$ cat src/rtl/inst_aligner_if.sv
// ---------------------------------------------------------------------------
// inst_aligner_if
// Bundles the fetch-side, redirect and instruction-side signals of the
// instruction aligner.
//
// Signals:
//   fetch_valid  fetch word present
//   fetch_ready  aligner accepts the fetch word this cycle
//   fetch_data   32-bit little-endian fetch word
//   fetch_pc     word address of fetch_data (bits [1:0] ignored)
//   redirect     flush-and-restart pulse
//   redirect_pc  restart address (only bit 1 is meaningful)
//   inst_valid   registered instruction available
//   inst_ready   downstream consumes inst_* this cycle
//   inst_data    raw instruction (compressed forms zero-extended)
//   inst_pc      address of inst_data
//   inst_is_comp inst_data is a 16-bit instruction
//
// Modports:
//   slave  - the aligner itself
//   master - the environment (fetch unit / decoder side)
// ---------------------------------------------------------------------------
interface inst_aligner_if;
    logic        fetch_valid;
    logic        fetch_ready;
    logic [31:0] fetch_data;
    logic [31:0] fetch_pc;
    logic        redirect;
    logic [31:0] redirect_pc;
    logic        inst_valid;
    logic        inst_ready;
    logic [31:0] inst_data;
    logic [31:0] inst_pc;
    logic        inst_is_comp;

    modport slave (
        input  fetch_valid,
        input  fetch_data,
        input  fetch_pc,
        input  redirect,
        input  redirect_pc,
        input  inst_ready,
        output fetch_ready,
        output inst_valid,
        output inst_data,
        output inst_pc,
        output inst_is_comp
    );

    modport master (
        output fetch_valid,
        output fetch_data,
        output fetch_pc,
        output redirect,
        output redirect_pc,
        output inst_ready,
        input  fetch_ready,
        input  inst_valid,
        input  inst_data,
        input  inst_pc,
        input  inst_is_comp
    );
endinterface

$ cat src/rtl/inst_aligner.sv
// ---------------------------------------------------------------------------
// inst_aligner
// Turns a stream of 32-bit fetch words into a stream of individual
// instructions with their addresses. With compressed support enabled, a word
// may hold two 16-bit instructions, or a 32-bit instruction may straddle two
// fetch words; a single halfword is buffered to stitch those together.
// The output slot is a single register stage (1-cycle latency).
//
// Configuration macro: RVC_ALIGN_EN
//   defined   - full compressed-instruction alignment (ALIGNED/HOLD/SKIP)
//   undefined - registered 32-bit word pass-through, redirect_pc ignored
//
// Ports:
//   clk    rising-edge clock
//   reset  asynchronous, active-high reset
//   bus    inst_aligner_if.slave (fetch, redirect and instruction signals)
// ---------------------------------------------------------------------------
module inst_aligner (
    input  logic          clk,
    input  logic          reset,
    inst_aligner_if.slave bus
);

    // Output slot registers
    logic        r_inst_valid;
    logic [31:0] r_inst_data;
    logic [31:0] r_inst_pc;
    logic        r_inst_comp;

    // Next-state values for the output slot
    logic        w_inst_valid_n;
    logic [31:0] w_inst_data_n;
    logic [31:0] w_inst_pc_n;
    logic        w_inst_comp_n;

    logic        w_slot_free;
    logic        w_fetch_ready;
    logic        w_accept;
    logic [31:0] w_fetch_pc_al;

    // The slot can take a new instruction when empty or being drained now.
    assign w_slot_free   = !r_inst_valid || bus.inst_ready;
    assign w_fetch_pc_al = {bus.fetch_pc[31:2], 2'b00};
    assign w_accept      = bus.fetch_valid && w_fetch_ready;

`ifdef RVC_ALIGN_EN

    typedef enum logic [1:0] {
        ALIGNED = 2'd0,
        HOLD    = 2'd1,
        SKIP    = 2'd2
    } state_t;

    state_t      r_state;
    state_t      w_state_n;
    logic [15:0] r_hold_hw;
    logic [15:0] w_hold_hw_n;
    logic [31:0] r_hold_pc;
    logic [31:0] w_hold_pc_n;

    logic        w_hold_comp;
    logic [15:0] w_lo;
    logic [15:0] w_hi;
    logic [31:0] w_hi_pc;

    assign w_hold_comp = (r_hold_hw[1:0] != 2'b11);
    assign w_lo        = bus.fetch_data[15:0];
    assign w_hi        = bus.fetch_data[31:16];
    assign w_hi_pc     = w_fetch_pc_al + 32'd2;

    // A held compressed instruction is emitted on its own, so no fetch word
    // may be taken in that cycle. Reset gating keeps fetch_ready low while
    // reset is asserted.
    assign w_fetch_ready = !reset && !bus.redirect && w_slot_free &&
                           !((r_state == HOLD) && w_hold_comp);

    always_comb begin
        w_state_n      = r_state;
        w_hold_hw_n    = r_hold_hw;
        w_hold_pc_n    = r_hold_pc;
        w_inst_valid_n = w_slot_free ? 1'b0 : r_inst_valid;
        w_inst_data_n  = r_inst_data;
        w_inst_pc_n    = r_inst_pc;
        w_inst_comp_n  = r_inst_comp;

        if (bus.redirect) begin
            // Redirect wins over everything, including a pending output.
            w_inst_valid_n = 1'b0;
            w_hold_hw_n    = '0;
            w_hold_pc_n    = '0;
            w_state_n      = bus.redirect_pc[1] ? SKIP : ALIGNED;
        end else begin
            case (r_state)
                ALIGNED: begin
                    if (w_accept) begin
                        w_inst_valid_n = 1'b1;
                        w_inst_pc_n    = w_fetch_pc_al;
                        if (w_lo[1:0] == 2'b11) begin
                            w_inst_data_n = bus.fetch_data;
                            w_inst_comp_n = 1'b0;
                        end else begin
                            w_inst_data_n = {16'h0000, w_lo};
                            w_inst_comp_n = 1'b1;
                            w_hold_hw_n   = w_hi;
                            w_hold_pc_n   = w_hi_pc;
                            w_state_n     = HOLD;
                        end
                    end
                end
                HOLD: begin
                    if (w_hold_comp) begin
                        if (w_slot_free) begin
                            w_inst_valid_n = 1'b1;
                            w_inst_data_n  = {16'h0000, r_hold_hw};
                            w_inst_pc_n    = r_hold_pc;
                            w_inst_comp_n  = 1'b1;
                            w_state_n      = ALIGNED;
                        end
                    end else if (w_accept) begin
                        // Straddling 32-bit instruction completes with the
                        // low half of the new word; its high half is held.
                        w_inst_valid_n = 1'b1;
                        w_inst_data_n  = {w_lo, r_hold_hw};
                        w_inst_pc_n    = r_hold_pc;
                        w_inst_comp_n  = 1'b0;
                        w_hold_hw_n    = w_hi;
                        w_hold_pc_n    = w_hi_pc;
                    end
                end
                SKIP: begin
                    if (w_accept) begin
                        w_hold_hw_n = w_hi;
                        w_hold_pc_n = w_hi_pc;
                        w_state_n   = HOLD;
                    end
                end
                default: begin
                    w_state_n = ALIGNED;
                end
            endcase
        end
    end

    always_ff @(posedge clk or posedge reset) begin
        if (reset) begin
            r_state   <= ALIGNED;
            r_hold_hw <= '0;
            r_hold_pc <= '0;
        end else begin
            r_state   <= w_state_n;
            r_hold_hw <= w_hold_hw_n;
            r_hold_pc <= w_hold_pc_n;
        end
    end

`else

    assign w_fetch_ready = !reset && !bus.redirect && w_slot_free;

    always_comb begin
        w_inst_valid_n = w_slot_free ? 1'b0 : r_inst_valid;
        w_inst_data_n  = r_inst_data;
        w_inst_pc_n    = r_inst_pc;
        w_inst_comp_n  = 1'b0;

        if (bus.redirect) begin
            w_inst_valid_n = 1'b0;
        end else if (w_accept) begin
            w_inst_valid_n = 1'b1;
            w_inst_data_n  = bus.fetch_data;
            w_inst_pc_n    = w_fetch_pc_al;
        end
    end

`endif

    always_ff @(posedge clk or posedge reset) begin
        if (reset) begin
            r_inst_valid <= 1'b0;
            r_inst_data  <= '0;
            r_inst_pc    <= '0;
            r_inst_comp  <= 1'b0;
        end else begin
            r_inst_valid <= w_inst_valid_n;
            r_inst_data  <= w_inst_data_n;
            r_inst_pc    <= w_inst_pc_n;
            r_inst_comp  <= w_inst_comp_n;
        end
    end

    assign bus.fetch_ready  = w_fetch_ready;
    assign bus.inst_valid   = r_inst_valid;
    assign bus.inst_data    = r_inst_data;
    assign bus.inst_pc      = r_inst_pc;
    assign bus.inst_is_comp = r_inst_comp;

endmodule

$ cat src/flat_wrapper.sv
// flat-port wrapper written by rule: the top's interface ports become plain ports
module inst_aligner_flat 
  (clk, reset, bus_fetch_valid, bus_fetch_data, bus_fetch_pc, bus_redirect, bus_redirect_pc, bus_inst_ready, bus_fetch_ready, bus_inst_valid, bus_inst_data, bus_inst_pc, bus_inst_is_comp);
  inst_aligner_if bus_i ();
  input  logic clk;
  input  logic reset;
  input wire logic [$bits(bus_i.fetch_valid)-1:0] bus_fetch_valid;
  input wire logic [$bits(bus_i.fetch_data)-1:0] bus_fetch_data;
  input wire logic [$bits(bus_i.fetch_pc)-1:0] bus_fetch_pc;
  input wire logic [$bits(bus_i.redirect)-1:0] bus_redirect;
  input wire logic [$bits(bus_i.redirect_pc)-1:0] bus_redirect_pc;
  input wire logic [$bits(bus_i.inst_ready)-1:0] bus_inst_ready;
  output wire logic [$bits(bus_i.fetch_ready)-1:0] bus_fetch_ready;
  output wire logic [$bits(bus_i.inst_valid)-1:0] bus_inst_valid;
  output wire logic [$bits(bus_i.inst_data)-1:0] bus_inst_data;
  output wire logic [$bits(bus_i.inst_pc)-1:0] bus_inst_pc;
  output wire logic [$bits(bus_i.inst_is_comp)-1:0] bus_inst_is_comp;
  assign bus_i.fetch_valid = bus_fetch_valid;
  assign bus_i.fetch_data = bus_fetch_data;
  assign bus_i.fetch_pc = bus_fetch_pc;
  assign bus_i.redirect = bus_redirect;
  assign bus_i.redirect_pc = bus_redirect_pc;
  assign bus_i.inst_ready = bus_inst_ready;
  assign bus_fetch_ready = bus_i.fetch_ready;
  assign bus_inst_valid = bus_i.inst_valid;
  assign bus_inst_data = bus_i.inst_data;
  assign bus_inst_pc = bus_i.inst_pc;
  assign bus_inst_is_comp = bus_i.inst_is_comp;
  inst_aligner u_core (.clk(clk), .reset(reset), .bus(bus_i));
endmodule
$ cat config.mk
export PLATFORM = sky130hd
export DESIGN_NAME = inst_aligner_flat
export DESIGN_NICKNAME = d
export VERILOG_FILES = /design/src/rtl/inst_aligner_if.sv /design/src/rtl/inst_aligner.sv /design/src/flat_wrapper.sv
export SDC_FILE = /design/constraint.sdc
export NUM_CORES = 1
export LEC_CHECK = 0
export CAP_MARGIN = 20
export CELL_PAD_IN_SITES_DETAIL_PLACEMENT = 1
export CELL_PAD_IN_SITES_GLOBAL_PLACEMENT = 1
export CORE_AREA = 3 3 98 100
export DETAILED_ROUTE_END_ITERATION = 8
export DIE_AREA = 0 0 101 103
export GPL_ROUTABILITY_DRIVEN = 1
export HOLD_SLACK_MARGIN = 0.12
export PLACE_DENSITY_LB_ADDON = 0.1
export SLEW_MARGIN = 20
export SYNTH_ARGS = -nofsm -noshare
export SYNTH_HDL_FRONTEND = slang
export SYNTH_SLANG_ARGS = --single-unit
$ cat constraint.sdc
create_clock -name clk -period 5.9 [get_ports clk]
set_clock_uncertainty 0.15 [all_clocks]
set_input_delay 1.18 -clock clk [delete_from_list [all_inputs] [get_ports clk]]
set_output_delay 1.18 -clock clk [all_outputs]
set_load 0.01 [all_outputs]
==> out/results.env <==
UTILIZATION_PCT=48.3
POST_ROUTE_CELLS_DRIVE_ABOVE_1_SHARE_PCT=28.7
DESIGN.PORTCOUNT=168
VIAS=1678
CLOCKROOTBUFFER='clkbuf_8'
CRIT_CHAIN='clkdlybuf4s50_1, nand2b_1, and2_1, clkdlybuf4s50_1'
LEAKAGEPOWER_nW=1.96
SYNTH.LARGEST_AREA_CELL='dfrtp_1'
CTSHOLDBUFFERS=0
AVGSYNTHCELLAREA_UM2=18.7
SYNTH.AREA.TOP_CELLS='dfrtp_1, mux2_4, buf_6'
NETLIST_AREA_MM2=0.00264
YOSYS.AREA.TOP_TYPE_SHARE_PCT=59.7
DIE-WIDTH_UM=101
SYNTH.CELLS.MOST_FREQUENT='dfrtp_1, mux2_4, buf_6'
PLACED_AREA_MM2=0.00401
CLOCK_INSERTION_DELAY_WORST_SKEW_NS=0.32
GRT_MAX_DEGREE=39
HTREEDEPTH=3
FLOORPLAN.DIE_AREA_MM2=0.0104
WORST-PATH-MAX-FANOUT=3
DRT-TOTAL-WL_MM=6.49
SYNTH-SEQ-CELLS=63
GRT_USE_MET3_PCT=5.89
YOSYS_WARNINGS=0
VIAS_IN_THE_FIRST_GLOBAL_ROUTE=1847
AVGROUTEDWIREPERCELL_UM=16.6
SETUP_REPAIR_AFTER_GLOBAL_ROUTING_MISSED_ITS_MARGIN='no'
MAX_FREQ_MHz=262
DP.FINAL_HPWL_MM=4.59
PATH_TYPE_OF_THE_WORST_MIN_DELAY_PATH='reg -> reg'
INITIAL_ANTENNA_VIOLATION_COUNT=0
FINAL_NET_COUNT=378
CTS-RESIZED-GATES=0
CTS-BUFFERS-INSERTED=9
CTS_SETUP_BUFFERS=0
YOSYSSEQAREASHARE_PCT=59.7
DRC=0
FLOORPLAN.INITIALDENSITY_PCT=30.1
PLACE.PORT_BUFFERS=130
FINAL.PERIOD_UTILIZATION_PCT=64.7
POSTSYNTH.TOPFLOPCELL='dfrtp_1'
GROUTE.LAYER.MET2.USAGE_PCT=19.2
POST-SYNTH-TOP-COUNT-CELL='dfrtp_1'
WORST_EP_ARRIVAL_TIME_NS=2.48
WORST_IR_DROP_VDD_mV=0.119
TOTAL_POWER_W=0.00142
TRITONCTS='yes'
CRIT_PATH_TOP_DELAY_CELL='clkdlybuf4s50_1'
TIMING.SETUP.CRITICAL_PATH_CLASS='in -> out'
GRT_FIRST_PASS_WIRELENGTH_MM=9.96
AREAL_POWER_DENSITY_OVER_THE_CELLS_mW_PER_MM2=336
NUM_ANTENNA_CELLS=0
MAXSLEWVIOLCOUNT=0
TOTAL_NUMBER_OF_PLACEMENT_ROWS=34
MAXCAPVIOLCOUNT=0
POST-PLACE-WS_NS=2.07
PATH_COMMON_CELL='clkdlybuf4s50_1'
FINALSETUPVIOLATIONS=0
FINAL_PERIOD_MINUS_WORST_SETUP_SLACK_NS=3.81
OUTCOME='finished clean'
CRITICAL-PATH-MAX-STAGE-DELAY_NS=0.53
POST_SYNTH_INST_COUNT=141
NUM-FILL-CELLS=886
GRT.MET1_USAGE_PCT=16.4
VERT_DIE_DIM_UM=103
SYNTHDISTINCTLIBCELLS=12
TIGHTESTPINTRANSITION_NS=0.751
AREAGROWTHSYNTHTOFINISH_PCT=60.3
POSTROUTEANTENNANETS=0
TIMING.SLEW.HEADROOM_PCT=49.9
CLOCK_TREE.BUFFER_DEPTH=2
SETUP.WORST_PATH.END_CLASS='output port'
CLK_PIN_SLEW_WORST_PATHS_NS=0.07
FLOORPLAN.CORE_AREA_MM2=0.00876
FINAL_CELL_AREA_EXCLUDING_FILLER_CELLS_MM2=0.00423
GP_CONGESTION=0.668
INITIALDRTVIOLATIONCOUNT=19
GROUTE.USAGE.OVERALL_PCT=12.8
SYNTH_ENABLE_FLOP_CELLS=0
CTS_SINKS=63
TOTALNEGATIVESETUPSLACK_NS=0
POSTLAYOUTSETUPSLACKWORST_NS=2.09
WORSTSETUPSTARTPOINTTYPE='primary input'
DRT_PRE_ANTENNA_ITERS=3
CP_DATA_REQUIRED_TIME_NS=4.57
GLOBAL_ROUTE.PEAK_USAGE_LAYER='met2'
YS_ASYNC_SR_FRACTION_PCT=100
VIA_PER_INST=4.30
HOLD_VIOL_FINAL=0
GRT-OVFL-TOTAL=0
path summary, 6_finish.rpt:
kind | depth (start not counted) | slack, ns | start | to
max | 4 | 2.09 | bus_inst_ready | bus_fetch_ready
min | 1 | 0.36 | u_core.bus.inst_data[19]$_DFFE_PP0P_ | u_core.bus.inst_data[19]$_DFFE_PP0P_
max reg2reg | 4 | 3.58 | u_core.bus.inst_valid$_DFFE_PP0P_ | u_core.bus.inst_pc[26]$_DFFE_PP0P_
min reg2reg | 1 | 0.36 | u_core.bus.inst_data[19]$_DFFE_PP0P_ | u_core.bus.inst_data[19]$_DFFE_PP0P_
max in group asynchronous | 3 | 3.49 | reset | u_core.bus.inst_data[15]$_DFFE_PP0P_
min in group asynchronous | 2 | 1.21 | reset | u_core.bus.inst_data[29]$_DFFE_PP0P_
per-stage QoR:
step,hold slack (ns),cells
2_1_floorplan,0.400,143
3_3_place_gp,0.340,374
3_5_place_dp,0.342,374
4_1_cts,0.360,390
5_1_grt,0.369,390
6_report,0.357,390
state kept, by name, indices dropped and copies added, names as in the netlist:
signal and count:
u_core.bus.inst_data 32, u_core.bus.inst_pc 30, u_core.bus.inst_valid 1
cell type report:
cell class / count / area (µm²) / share of cell area [%]
flip-flops and latches: 63 / 1580 / 37.2
repair buffers: 132 / 1320 / 31.1
multi-input cells: 70 / 977 / 23.1
clock buffers: 13 / 159 / 3.75
well taps: 108 / 135 / 3.19
clock inverters: 3 / 65.1 / 1.54
inverters: 1 / 3.75 / 0.0887
cells in the final DEF, fill, tap and decap left out, drive strengths merged:
cell	n
clkdlybuf4s50	130
inv	1
dfrtp	63
bufinv	2
nor2	1
buf	2
mux2	62
o21ai	1
clkinv	1
nand3	1
and2	1
nand2b	1
conb	3
clkbuf	13
report_power, final:
group	switching (W)	internal, W	total [W]
clock	0.000162	0.000261	0.000423
sequential	0.0000484	0.000520	0.000568
combinational	0.000132	0.000300	0.000432
total	0.000343	0.00108	0.00142
metal layers:
metal  share of wire, %  vias to the layer above
li1                   -                      749
met1                 42                      845
met2                 47                       80
met3                9.7                        4
met4               0.65                        0
met5                  0                        -
worst max-delay path: cells and delay by family:
| kind | cells | cell delay [ns] |
|---|---|---|
| buffers and inverters | 2 | 0.98 |
| and+or+nand+nor | 2 | 0.33 |
cell families after synthesis:
kind of cell / synth area share, %
buffers and inverters: 3.55
muxes: 34.8
other: 0.142
and+or+nand+nor: 1.56
DFF: 59.7
AOI/OAI and AO/OA: 0.189
(Power assumes the default switching activity.)
